<file path="src/rtl/pc_breakpoint_unit_pkg.sv">
// Shared definitions for the PC breakpoint unit: address width, debug FSM
// state encoding and the default number of breakpoint slots.
package pc_breakpoint_unit_pkg;

  localparam int ADDR_W = 12;
  localparam int DEFAULT_NUM_BP = 4;

  typedef enum logic [1:0] {
    RUN    = 2'd0,
    HALTED = 2'd1,
    STEP   = 2'd2,
    SKIP   = 2'd3
  } dbgState_e;

endpackage

</file>
<file path="src/rtl/equal12bit.sv">
// 12-bit equality comparator used by each breakpoint slot.
module equal12bit (
  input  logic [11:0] a,
  input  logic [11:0] b,
  output logic        isEqual
);

  // Pure combinational compare.
  always_comb begin
    isEqual = (a == b);
  end

endmodule

</file>
<file path="src/rtl/pc_breakpoint_unit.sv">
// Breakpoint / halt stage: compares the fetch PC against NUM_BP programmable
// slots, stalls fetch on a hit and runs a small resume/single-step FSM.
module pc_breakpoint_unit
  import pc_breakpoint_unit_pkg::*;
#(
  parameter int NUM_BP = DEFAULT_NUM_BP,
  parameter int IDX_W  = 2,
  parameter int CNT_W  = 8
) (
  input  logic              clock,
  input  logic              reset,
  input  logic              bp_wr_en,
  input  logic [IDX_W-1:0]  bp_wr_idx,
  input  logic [ADDR_W-1:0] bp_wr_addr,
  input  logic              bp_wr_arm,
  input  logic [ADDR_W-1:0] pc_in,
  input  logic              pc_valid,
  input  logic              resume,
  input  logic              step,
  output logic              halt,
  output logic              hit_pulse,
  output logic [IDX_W-1:0]  hit_idx,
  output logic [NUM_BP-1:0] bp_armed,
  output logic [1:0]        dbg_state,
  output logic [CNT_W-1:0]  hit_count
);

  logic [ADDR_W-1:0] slotAddr [NUM_BP];
  logic [NUM_BP-1:0] armed;
  logic [NUM_BP-1:0] eq;
  logic [NUM_BP-1:0] match;
  logic              anyMatch;
  logic [IDX_W-1:0]  winIdx;
  logic              newHit;
  dbgState_e         state;
  dbgState_e         stateNext;

  genvar g;
  generate
    for (g = 0; g < NUM_BP; g++) begin : genCmp
      equal12bit uEq (
        .a       (slotAddr[g]),
        .b       (pc_in),
        .isEqual (eq[g])
      );
    end
  endgenerate

  // Slot storage; a write lands at the edge, so this cycle compares old contents.
  always_ff @(posedge clock or negedge reset) begin
    if (!reset) begin
      for (int unsigned i = 0; i < NUM_BP; i++) begin
        slotAddr[i] <= '0;
      end
      armed <= '0;
    end else if (bp_wr_en) begin
      slotAddr[bp_wr_idx] <= bp_wr_addr;
      armed[bp_wr_idx]    <= bp_wr_arm;
    end
  end

  // Match vector, lowest-index priority encode and combinational stall.
  always_comb begin
    match    = armed & eq & {NUM_BP{pc_valid}};
    anyMatch = |match;
    winIdx   = '0;
    for (int unsigned i = NUM_BP; i > 0; i--) begin
      if (match[i-1]) winIdx = IDX_W'(i - 1);
    end
    newHit = (state == RUN) && anyMatch;
    halt   = newHit || (state == HALTED);
  end

  // Debug FSM state register.
  always_ff @(posedge clock or negedge reset) begin
    if (!reset) state <= RUN;
    else        state <= stateNext;
  end

  // Next-state logic; matching only matters in RUN, so SKIP/STEP mask it.
  always_comb begin
    stateNext = state;
    unique case (state)
      RUN:    if (anyMatch) stateNext = HALTED;
      HALTED: begin
        if (step)        stateNext = STEP;
        else if (resume) stateNext = SKIP;
      end
      SKIP:   if (pc_valid) stateNext = RUN;
      STEP:   if (pc_valid) stateNext = HALTED;
      default: stateNext = RUN;
    endcase
  end

  // Registered hit reporting; only a RUN->HALTED entry counts as a hit.
  always_ff @(posedge clock or negedge reset) begin
    if (!reset) begin
      hit_pulse <= 1'b0;
      hit_idx   <= '0;
      hit_count <= '0;
    end else begin
      hit_pulse <= newHit;
      if (newHit) begin
        hit_idx <= winIdx;
        if (hit_count != '1) hit_count <= hit_count + 1'b1;
      end
    end
  end

  // Observability outputs.
  always_comb begin
    bp_armed  = armed;
    dbg_state = state;
  end

endmodule

</file>
<file path="config.mk">
export PLATFORM = sky130hd
export DESIGN_NAME = pc_breakpoint_unit
export DESIGN_NICKNAME = d
export VERILOG_FILES = /design/src/rtl/pc_breakpoint_unit_pkg.sv /design/src/rtl/equal12bit.sv /design/src/rtl/pc_breakpoint_unit.sv
export SDC_FILE = /design/constraint.sdc
export NUM_CORES = 1
export LEC_CHECK = 0
export CORE_AREA = 5 5 97 99
export CTS_CLUSTER_DIAMETER = 60
export DETAILED_ROUTE_END_ITERATION = 6
export DIE_AREA = 0 0 102 104
export GPL_TIMING_DRIVEN = 1
export PLACE_DENSITY = 0.6
export SLEW_MARGIN = 20
export SYNTH_ARGS = -nofsm -noshare
export SYNTH_HDL_FRONTEND = slang
export SYNTH_SLANG_ARGS = --single-unit
</file>
<file path="constraint.sdc">
create_clock -name clock -period 4.9 [get_ports clock]
set_clock_uncertainty 0.05 [all_clocks]
set_input_delay 0.98 -clock clock [delete_from_list [all_inputs] [get_ports clock]]
set_output_delay 0.98 -clock clock [all_outputs]
set_load 0.05 [all_outputs]
</file>
* Word-level counts from Yosys, hierarchy flattened
Index checks and enable logic that the tools add are counted.
** Word-level totals
- Word-level logic and storage cells :: 53
- Register bits :: 65
- Output and inout bits :: 18
** Cells by class
- Bitwise gates (word level) :: 3
- $add $sub $neg :: 1
- $lt $le $gt $ge :: 4
- Reduce and logical (&&, ||, !) cells :: 8
- Muxes and demuxes :: 16
- Eq/ne operators :: 12
** Operators by type and width (count)
- $bwmux 48 :: 1
- $eq 12x12->1 :: 4
- $demux 12 s2 :: 1
- $mux 2 :: 9
- $mux 12 :: 1
- $add 8x1->8 const B :: 1
- $and 4x4->4 :: 2
- $ne 8x8->1 const B :: 1
- $pmux 2 s4 :: 1
- $ne 2x2->1 const B :: 3
- $bwmux 4 :: 1
- $eq 2x2->1 const B :: 2
- $reduce_and 4->1 :: 1
- $reduce_or 4->1 :: 1
- $ge 3x3->1 const B :: 1
- $logic_and 1x1->1 :: 3
- $lt 2x3->1 const B :: 1
- $lt 3x1->1 const B :: 1
- $ne 3x3->1 const B :: 1
- $not 2->3 :: 1
- $demux 1 s2 :: 1
- $eq 2x1->1 const B :: 1
- $ge 2x1->1 const B :: 1
- $logic_not 2->1 :: 1
- other kinds (3) :: 3

* Depth between registers and ports, before layout
Gate-level depths: netlist of the first run.
- Word-level depth :: 7
- Depth in mapped cells :: 7
- Depth with buffers taken out :: 7

* Modules after synthesis
From an unflattened synthesis of the first run, not the netlist that was laid out.
** Unflattened totals
- Cell total of the unflattened synthesis :: 236
- Area, all modules :: 3141.8 µm²
** Modules (own cells, without submodules)
- pc_breakpoint_unit :: seq. area each 1626.6 µm², cells an instance 172, area each 2606.2 µm², times used 1
- equal12bit :: seq. area each 0.0 µm², cells an instance 16, area each 133.9 µm², times used 4

* Worst setup path before layout of the first run
Ideal clock, no wire load.
- Path kind :: input-to-output
- From :: input port pc_in[5]
- To :: output port halt
- Arrival :: 2.759 ns
- Path buffers :: 1
- Slack :: 1.111 ns
- Required time :: 3.870 ns
- Stages :: 7
- Path through :: buf_2 -> xnor2_1 -> nand4_1 -> or4_4 -> nand4_4 -> nor2_1 -> nor2_1
** Between the ends
- Longest elaborated chain between the ends :: 6
- Elaborated cells between the ends (all ways) :: 9
- Those cells by class :: 4 x eq/ne; 2 x bitwise; 3 x reduce/logical
** RTL lines
- start: declaration :: line pc_breakpoint_unit.sv:16 : input logic [ADDR_W-1:0] pc_in,
- $eq 12x12->1 :: line equal12bit.sv:10 : isEqual = (a == b);
- $and 4x4->4 * (2 in a row) :: line pc_breakpoint_unit.sv:64 : match = armed & eq & {NUM_BP{pc_valid}};
- $reduce_or 4->1 * :: line pc_breakpoint_unit.sv:65 : anyMatch = |match;
- $logic_and 1x1->1 * :: line pc_breakpoint_unit.sv:70 : newHit = (state == RUN) && anyMatch;
- $logic_or 1x1->1 * :: line pc_breakpoint_unit.sv:71 : halt = newHit || (state == HALTED);
- end: declaration :: line pc_breakpoint_unit.sv:20 : output logic halt,
Mark *: on every way between the ends. The rest lies on a longest branch, timed or not.

* Worst setup path in the final report of the first run
- From :: input port pc_in[6]
- To :: output port halt
The elaborated chain is that of the path after synthesis.

==> flow_metrics.py, run 1 <==
metrics = {
    "power": {
        "p_leak_nw": 1.60,
        "total_power_mw": 1.48,
        "vdd_drop_max_v": 0.000164,
        "p_per_area_nw_per_um2": 374,
    },
    "timing": {
        "final.setup.worst_slack_ps": 851,
        "setup_tns_ps": 0,
        "hold_viol_final": 0,
        "rsz0062_at_grt": "no",
        "tightest_slew_ps": 889,
        "setup_violations": 0,
        "fin_crit_ps": 4050,
        "relSlewSlack": 0.406,
        "drv_slew": 0,
        "fin_crit_sh": 0.826,
        "max_clock_freq_mhz": 247,
    },
    "detailed_routing": {
        "top_layer_used": "met4",
        "vias": 2050,
        "post-route-drc-count": 0,
        "vias_per_cell": 4.99,
        "dr_wl_met2_mm": 3.44,
        "wl_met1_mm": 2.96,
        "postRouteAntennaNets": 0,
        "wl_mm": 6.83,
        "wire_per_inst_um": 16.6,
        "dr.pass1.iters": 4,
        "drt-initial-drc-count": 73,
        "wl_met3_um": 383,
    },
    "grt": {
        "grt-ovfl-total": 0,
        "grtUsageTotal": 0.139,
        "antenna_found_initial": 0,
        "grt_max_degree": 41,
        "first_global_vias": 2164,
        "grt_first_pass_wirelength_mm": 11.2,
    },
    "placement": {
        "hpwl_mm": 5.11,
        "place_congestion": 0.766,
        "placed_cell_area_um2": 3790,
        "io_buffers": 50,
        "dp_slack_ps": 841,
    },
    "floorplan": {
        "core_um2": 8470,
        "die_x_um": 102,
        "start_util": 0.387,
        "std_cell_rows": 34,
        "die_h_um": 104,
        "dieArea_um2": 10600,
        "io_pins": 51,
    },
    "synthesis": {
        "netlist_area_um2": 3270,
        "synth_area_leaders": "dfrtp_1, mux2_2, xnor2_1",
        "synth_area_leader_cell": "dfrtp_1",
        "async_flop_share": 1.00,
        "ys_warn_count": 0,
        "synth_cell_types": 31,
        "synth_seq_area_share": 0.497,
        "syn_area_per_cell_um2": 12.9,
        "synthCells": 254,
        "synth-edff-count": 0,
        "synth_nets": 288,
        "synth_ff_type": "dfrtp_1",
        "post-synth-top-area-fraction": 0.497,
        "synth_seq_cells": 65,
    },
    "setup_path": {
        "r2r_cells": 6,
        "crit_chain": "clkdlybuf4s50_1, xnor2_1, nand4_1, or4_4, nand4_4, nor2_1, nor2_1, buf_4",
        "path_class": "in2out",
        "startpoint_type": "input port",
        "worstSetupEndpointType": "primary output",
        "r2r-start": "slotAddr[30]",
        "cp_data_required_time_ps": 3870,
        "critPathMaxFanout": 6,
        "cp_slowest_cell": "clkdlybuf4s50_1",
        "r2r_slack_ps": 2720,
        "cp.arrival_ps": 3020,
        "crit_top_cell": "nor2_1",
        "reg2reg_to": "hit_count[1]",
        "cp_slowest_stage_delay_ps": 610,
    },
    "clock_tree": {
        "cts_sinks": 65,
        "post_cts_resized": 0,
        "post-cts-setup-buffer-count": 0,
        "hold_buffers": 0,
        "clk_pin_slew_ps": 60,
        "cts-htree-levels": 3,
        "clockRootBuffer": "clkbuf_8",
        "clk_latency_ps": 330,
        "cts_buffers": 9,
        "cts_tree": "done",
        "clk_path_buf_depth": 2,
    },
    "layout": {
        "fin_nets": 334,
        "drive_gt1_frac": 0.261,
        "antenna_cells": 0,
        "design_area_um2": 3960,
        "area_growth_pct": 20.8,
    },
    "hold_path": {
        "min_to": "hit_count[5]",
        "hold_path_class": "reg2reg",
        "holdCritStartpoint": "hit_count[5]",
        "hold_depth": 1,
    },
    "outcome": {
        "status": "completed",
    },
    "job": {
        "drv_cap": 0,
    },
}
[kinds of logic after synthesis]
group,synth area share
flops,0.497
xor+xnor,0.152
mux,0.191
simple gates,0.105
buf+inv,0.0397
compound gates,0.0115
fa+ha+maj,0.00382
[critical path, delay by kind of cell]
kind	cells	cell delay (ps)
xor gates and xnor gates	1	190
buffers and inverters	2	810
and+or+nand+nor	5	1050
[how the worst max path moves through the flow]
stage              start  slack, ps   end
2_1_floorplan   pc_in[5]       1110  halt
5_1_grt         pc_in[6]        720  halt
6_report        pc_in[6]        850  halt
3_5_place_dp    pc_in[6]        840  halt
4_1_cts         pc_in[6]        840  halt
3_3_place_gp   pc_in[10]        810  halt
[flip-flops by register name (all words and copies together) (netlist names)]
name / count
slotAddr: 48
hit_idx: 2
hit_count: 8
dbg_state: 2
bp_armed: 4
hit_pulse: 1
[layout make-up]
cell class,count,area (µm²)
Clock buffer,14,163
Multi-Input combinational cell,172,1520
Sequential cell,65,1630
Timing Repair Buffer,52,508
Fill cell,795,4510
Tap cell,108,135
[routing by layer]
metal  vias to the layer above  track usage
met5                         -            0
met4                         0       0.0328
met3                         5       0.0443
met2                        48        0.229
met1                      1022        0.178
li1                        975            -
[cells in the mapped netlist, types with 2 or more instances]
library cell and instances:
mux2_4 2, xor2_1 2, buf_6 8, nand3b_1 2
buf_1 3, a21oi_1 4, nor2_1 4, nand4_1 13
mux2_2 52, dfrtp_1 65, nand3_1 11, buf_2 4
o21ai_0 2, xnor2_1 51, and3_1 4, xnor2_2 2
or4_4 4, nand2_1 8
[cells in the final DEF (no fill, tap or decap), types with 2 or more instances in the layout]
| cell | netlist | layout |
|---|---|---|
| nand2_1 | 8 | 8 |
| a21oi_1 | 4 | 4 |
| and3_1 | 4 | 4 |
| nor2_1 | 4 | 4 |
| xnor2_1 | 51 | 51 |
| or4_4 | 4 | 4 |
| xnor2_2 | 2 | 2 |
| o21ai_0 | 2 | 2 |
| nand3b_1 | 2 | 2 |
| buf_4 | 0 | 3 |
| clkbuf_8 | 0 | 11 |
| mux2_4 | 2 | 2 |
| dfrtp_1 | 65 | 65 |
| clkdlybuf4s50_1 | 0 | 48 |
| nand3_1 | 11 | 11 |
| nand4_1 | 13 | 13 |
| xor2_1 | 2 | 2 |
| clkbuf_1 | 1 | 3 |
| mux2_2 | 52 | 52 |
[stage by stage]
step	std cells	utilization	hold slack [ps]
after global routing	411	0.467	487
final	411	0.467	453
after global placement	397	0.448	443
after floorplan	254	-	451
after CTS	411	0.467	452
after detailed placement	397	0.448	443
[power by group]
part           switching, mW  internal (mW)
Combinational          0.198          0.197
Sequential            0.0669          0.627
Clock                  0.184          0.207
Total                  0.449           1.03
Note: power is estimated with default switching activity, not from simulation.
==> run 2: changes to the inputs <==
==> constraint.sdc (replaced) <==
create_clock -name clock -period 4.01 [get_ports clock]
set_clock_uncertainty 0.05 [all_clocks]
set_input_delay 0.802 -clock clock [delete_from_list [all_inputs] [get_ports clock]]
set_output_delay 0.802 -clock clock [all_outputs]
set_load 0.05 [all_outputs]
==> run 2 against run 1 <==
  * Critical path depth did not move
  * Total power rose by 30%
  * Combinational power rose by 25%
  * Die area did not move
  * Worst setup slack got worse by 600 ps
  * Critical endpoint unchanged
==> flow_metrics.py, run 2 (synthesis gave the netlist of run 1 again) <==
metrics = {
    "timing": {
        "relSlewSlack": 0.436,
        "fin_crit_ps": 3760,
        "max_clock_freq_mhz": 266,
        "drv_slew": 0,
        "fin_crit_sh": 0.937,
        "rsz0062_at_grt": "no",
        "setup_tns_ps": 0,
        "setup_violations": 0,
        "tightest_slew_ps": 843,
        "hold_viol_final": 0,
        "final.setup.worst_slack_ps": 253,
    },
    "grt": {
        "grt-ovfl-total": 0,
        "first_global_vias": 2119,
        "grt_first_pass_wirelength_mm": 11.2,
        "grt_max_degree": 36,
        "antenna_found_initial": 0,
        "grtUsageTotal": 0.138,
    },
    "placement": {
        "hpwl_mm": 5.04,
        "placed_cell_area_um2": 3800,
        "place_congestion": 0.761,
        "io_buffers": 50,
        "dp.cells": 397,
        "dp_slack_ps": 226,
    },
    "layout": {
        "antenna_cells": 0,
        "largest-register": "slotAddr",
        "layout.cells.most_common_list": "dfrtp_1, mux2_2, xnor2_1",
        "layoutNonFillerInstCount": 413,
        "largest_register_ffs": 48,
        "area_growth_pct": 22.5,
        "design_area_um2": 4010,
        "drive_gt1_frac": 0.269,
        "final_common_cell": "dfrtp_1",
        "fin_util": 0.474,
        "fin_nets": 334,
    },
    "floorplan": {
        "die_h_um": 104,
        "start_util": 0.387,
        "core_um2": 8470,
        "std_cell_rows": 34,
        "die_x_um": 102,
        "io_pins": 51,
        "dieArea_um2": 10600,
    },
    "setup_path": {
        "worstSetupEndpointType": "primary output",
        "path_class": "in2out",
        "cp_slowest_stage_delay_ps": 590,
        "crit_top_cell": "nor2_1",
        "critPathTopFamily": "simple AND/OR/NAND/NOR gates",
        "crit_chain": "clkdlybuf4s50_1, xnor2_1, nand4_1, or4_4, nand4_4, nor2_1, nor2_1, buf_12",
        "cp.buffers_inverters": 2,
        "critPathMaxFanout": 6,
        "cp_slowest_cell": "or4_4",
        "cp_data_required_time_ps": 3160,
        "startpoint_type": "input port",
        "cp.arrival_ps": 2900,
    },
    "detailed_routing": {
        "dr.pass1.iters": 4,
        "wire_per_inst_um": 16.4,
        "wl_mm": 6.78,
        "post-route-drc-count": 0,
        "vias": 2030,
        "postRouteAntennaNets": 0,
        "vias_per_cell": 4.92,
        "drt-initial-drc-count": 35,
    },
    "clock_tree": {
        "clk_pin_slew_ps": 70,
        "clk_latency_ps": 340,
        "cts-htree-levels": 3,
        "cts_tree": "done",
        "post-cts-setup-buffer-count": 0,
        "clk_path_buf_depth": 2,
        "post_cts_resized": 0,
        "hold_buffers": 0,
        "cts_sinks": 65,
        "clockRootBuffer": "clkbuf_8",
        "cts_buffers": 9,
    },
    "hold_path": {
        "hold_path_class": "in2async",
    },
    "power": {
        "p_leak_nw": 1.62,
        "p_per_area_nw_per_um2": 479,
        "vdd_drop_max_v": 0.000188,
    },
    "job": {
        "drv_cap": 0,
    },
    "outcome": {
        "status": "completed",
    },
}
==> run 2: cell count changes in the layout (fill, tap and decap cells not counted) <==
cell / delta
clkinv_2: +1
buf_4: -1
bufinv_16: +1
buf_12: +1
clkbuf_8: +1
clkbuf_1: -1
==> run 2: per-stage QoR <==
stage,hold slack (ps),power (mW)
final,448,1.92
after global routing,487,2.03
after CTS,465,1.95
after detailed placement,454,1.37
after global placement,446,1.36
after floorplan,451,1.20
==> run 2: routing by layer <==
| metal | part of all wire | track usage | vias up |
|---|---|---|---|
| met2 | 0.48 | 0.214 | 43 |
| met4 | 0.012 | 0.0394 | 0 |
| li1 | - | - | 975 |
| met1 | 0.46 | 0.190 | 1003 |
| met3 | 0.045 | 0.0342 | 9 |
| met5 | 0 | 0 | - |
==> run 2: final timing paths <==
path | start | endpoint | slack (ps) | cells past startpoint
max | pc_in[5] | halt | 250 | 8
max reg2reg | slotAddr[12] | hit_count[1] | 1840 | 6
min in group clock | hit_count[5] | hit_count[5] | 460 | 1
min | reset | slotAddr[12] | 450 | 1
max in group asynchronous | reset | slotAddr[34] | 2540 | 2
min reg2reg | hit_count[5] | hit_count[5] | 460 | 1
==> run 2: where the power goes <==
part / internal (mW) / switching, mW / leakage [nW] / total [mW]
logic: 0.251 / 0.244 / 0.724 / 0.495
registers: 0.766 / 0.0829 / 0.794 / 0.849
clock network: 0.338 / 0.241 / 0.107 / 0.579
==> run 2: worst reg2reg max path, stage by stage (launching register included) <==
cell and delay, ps:
dfrtp_1 400, xnor2_1 210, nand3_1 130, or4_4 590
nand4_4 150, and3_4 220, mux2_4 290
==> run 2: cell type report <==
| cell class | instances | area [µm²] |
|---|---|---|
| clock buffers | 14 | 173 |
| clock inverters | 2 | 35.0 |
| fillers | 787 | 4450 |
| multi-input cells | 172 | 1520 |
| flip-flops and latches | 65 | 1630 |
| well taps | 108 | 135 |
| repair buffers | 52 | 520 |
==> run 3: changes to the inputs <==
--- a/config.mk
+++ b/config.mk
@@ -6,11 +6,10 @@
 export NUM_CORES = 1
 export LEC_CHECK = 0
 export CORE_AREA = 5 5 97 99
-export CTS_CLUSTER_DIAMETER = 60
 export DETAILED_ROUTE_END_ITERATION = 6
 export DIE_AREA = 0 0 102 104
 export GPL_TIMING_DRIVEN = 1
-export PLACE_DENSITY = 0.6
+export PLACE_DENSITY = 0.62
 export SLEW_MARGIN = 20
 export SYNTH_ARGS = -nofsm -noshare
 export SYNTH_HDL_FRONTEND = slang
==> constraint.sdc (replaced) <==
create_clock -name clock -period 3.2 [get_ports clock]
set_clock_uncertainty 0.05 [all_clocks]
set_input_delay 0.64 -clock clock [delete_from_list [all_inputs] [get_ports clock]]
set_output_delay 0.64 -clock clock [all_outputs]
set_load 0.05 [all_outputs]
==> run 3 against run 2 <==
  * Cell area up 3.9%
  * Largest cell class unchanged
  * Highest routed layer unchanged
  * Clock-buffer cell count down 5
  * Sequential power up 26%
  * Final cell count increased by 3.1%
  * Critical path type unchanged
==> flow_metrics.py, run 3 (synthesis gave the netlist of run 1 again) <==
metrics = {
    "outcome": {
        "status": "completed",
    },
    "layout": {
        "fin_nets": 347,
        "drive_gt1_frac": 0.321,
        "fin_util": 0.492,
        "final_common_cell": "dfrtp_1",
        "area_growth_pct": 27.3,
        "fillers": 781,
        "layout.cells.most_common_list": "dfrtp_1, mux2_2, xnor2_1",
        "regArea_um2": 1630,
        "multi_input_area_um2": 1560,
        "largest_register_ffs": 48,
        "antenna_cells": 0,
        "largest-register": "slotAddr",
    },
    "floorplan": {
        "core_um2": 8470,
        "start_util": 0.387,
        "std_cell_rows": 34,
        "io_pins": 51,
        "die_x_um": 102,
        "die_h_um": 104,
        "dieArea_um2": 10600,
    },
    "power": {
        "seq_power_share": 0.420,
        "p_int_mw": 1.80,
        "p_comb_frac": 0.249,
        "switching_power_uw": 745,
        "p_per_area_nw_per_um2": 610,
        "p_clk_frac": 0.331,
        "sw_frac_of_total": 0.293,
        "vdd_drop_max_v": 0.000311,
        "p_leak_nw": 1.74,
    },
    "setup_path": {
        "r2r-start": "slotAddr[18]",
        "critPathMaxFanout": 4,
        "path_class": "in2out",
        "cp_slowest_cell": "or4_4",
        "cp.buffers_inverters": 2,
        "r2r_slack_ps": 950,
        "cp_data_required_time_ps": 2510,
        "startpoint_type": "input port",
        "critPathTopFamily": "simple AND/OR/NAND/NOR gates",
        "r2r_cells": 7,
        "worstSetupEndpointType": "primary output",
        "crit_chain": "dlygate4sd2_1, xnor2_1, nand3_1, or4_4, nand4_4, nor2_1, nor2_2, buf_12",
        "cp_slowest_stage_delay_ps": 570,
        "reg2reg_to": "hit_count[1]",
        "cp.arrival_ps": 2370,
    },
    "clock_tree": {
        "cts_sinks": 65,
        "cts_tree": "done",
        "cts_buffers": 9,
        "cts-htree-levels": 3,
        "clockRootBuffer": "clkbuf_8",
        "hold_buffers": 0,
        "clk_latency_ps": 350,
        "post-cts-setup-buffer-count": 0,
        "clk_path_buf_depth": 2,
        "clk_pin_slew_ps": 80,
    },
    "placement": {
        "io_buffers": 50,
        "dp_slack_ps": -199,
        "hpwl_mm": 5.15,
        "place_congestion": 0.747,
    },
    "detailed_routing": {
        "vias": 2110,
        "postRouteAntennaNets": 0,
        "vias_per_cell": 4.95,
        "wl_mm": 6.86,
        "drt-initial-drc-count": 66,
        "wire_per_inst_um": 16.1,
        "post-route-drc-count": 0,
        "dr.pass1.iters": 4,
    },
    "timing": {
        "fin_crit_sh": 0.957,
        "setup_violations": 0,
        "final.setup.worst_slack_ps": 136,
        "fin_crit_ps": 3060,
        "drv_slew": 0,
        "relSlewSlack": 0.489,
        "hold_viol_final": 0,
        "tightest_slew_ps": 764,
        "max_clock_freq_mhz": 326,
        "hold_slack_ps": 259,
        "rsz0062_at_grt": "no",
    },
    "hold_path": {
        "hold_path_class": "in2async",
    },
    "grt": {
        "first_global_vias": 2186,
        "grt-ovfl-total": 0,
        "grt-busiest-layer": "met2",
        "met2_usage": 0.227,
        "gr-usage-met3": 0.0423,
        "grtUsageTotal": 0.140,
        "grt_first_pass_wirelength_mm": 11.4,
        "grt_use_met1": 0.180,
        "grt_max_degree": 30,
        "antenna_found_initial": 0,
    },
    "job": {
        "drv_cap": 0,
    },
}
==> run 3: cell count changes in the layout (fill, tap and decap cells not counted), moves of 2 or more <==
cell             change
clkdlybuf4s50_1     -13
buf_4               +12
dlygate4sd2_1       +12
xnor2_1              -4
xnor2_2              +4
clkbuf_8             -3
bufinv_16            +2
clkbuf_1             -2
clkinvlp_4           +2
==> run 3: area by class of cell <==
class	count	share of cell area
Clock buffer	9	0.0297
Clock inverter	7	0.0285
Multi-Input combinational cell	172	0.373
Sequential cell	65	0.390
Tap cell	108	0.0324
Timing Repair Buffer	65	0.146
==> run 3: how the worst max path moves through the flow <==
stage	from	to	slack, ps	depth (start not counted)
global route	pc_in[0]	halt	30	8
finish	pc_in[0]	halt	140	8
detailed placement	pc_in[7]	halt	-200	8
global placement	pc_in[7]	halt	-200	8
CTS	pc_valid	halt	70	7
floorplan	pc_in[5]	halt	90	7
==> run 3: power by group through the flow <==
stage               Sequential (mW)  Clock [mW]  Combinational, mW
floorplan                      1.14           0              0.362
global placement               1.08           0              0.629
detailed placement             1.08           0              0.634
CTS                            1.07       0.861              0.643
global route                   1.09       0.909              0.684
finish                         1.07       0.843              0.634
==> run 3: what timing repair did <==
action	4_1_cts	5_1_grt
resized for setup	18	1
endpoints found under the setup margin	1	1
pin swaps	10	0
==> run 3: per-layer routing <==
layer,part of all wire,wire (µm)
met1,0.43,2970
met2,0.50,3450
met3,0.057,393
met4,0.0066,45
met5,0,0
==> run 3: per-stage QoR <==
| step | area [µm²] | TNS [ps] | instances | power, mW |
|---|---|---|---|---|
| after detailed placement | 3900 | -199 | 410 | 1.72 |
| after CTS | 4170 | 0 | 426 | 2.57 |
| after global routing | 4170 | 0 | 426 | 2.68 |
| after global placement | 3900 | -201 | 410 | 1.70 |
| after floorplan | 3270 | 0 | 254 | 1.50 |
| final | 4170 | 0 | 426 | 2.55 |
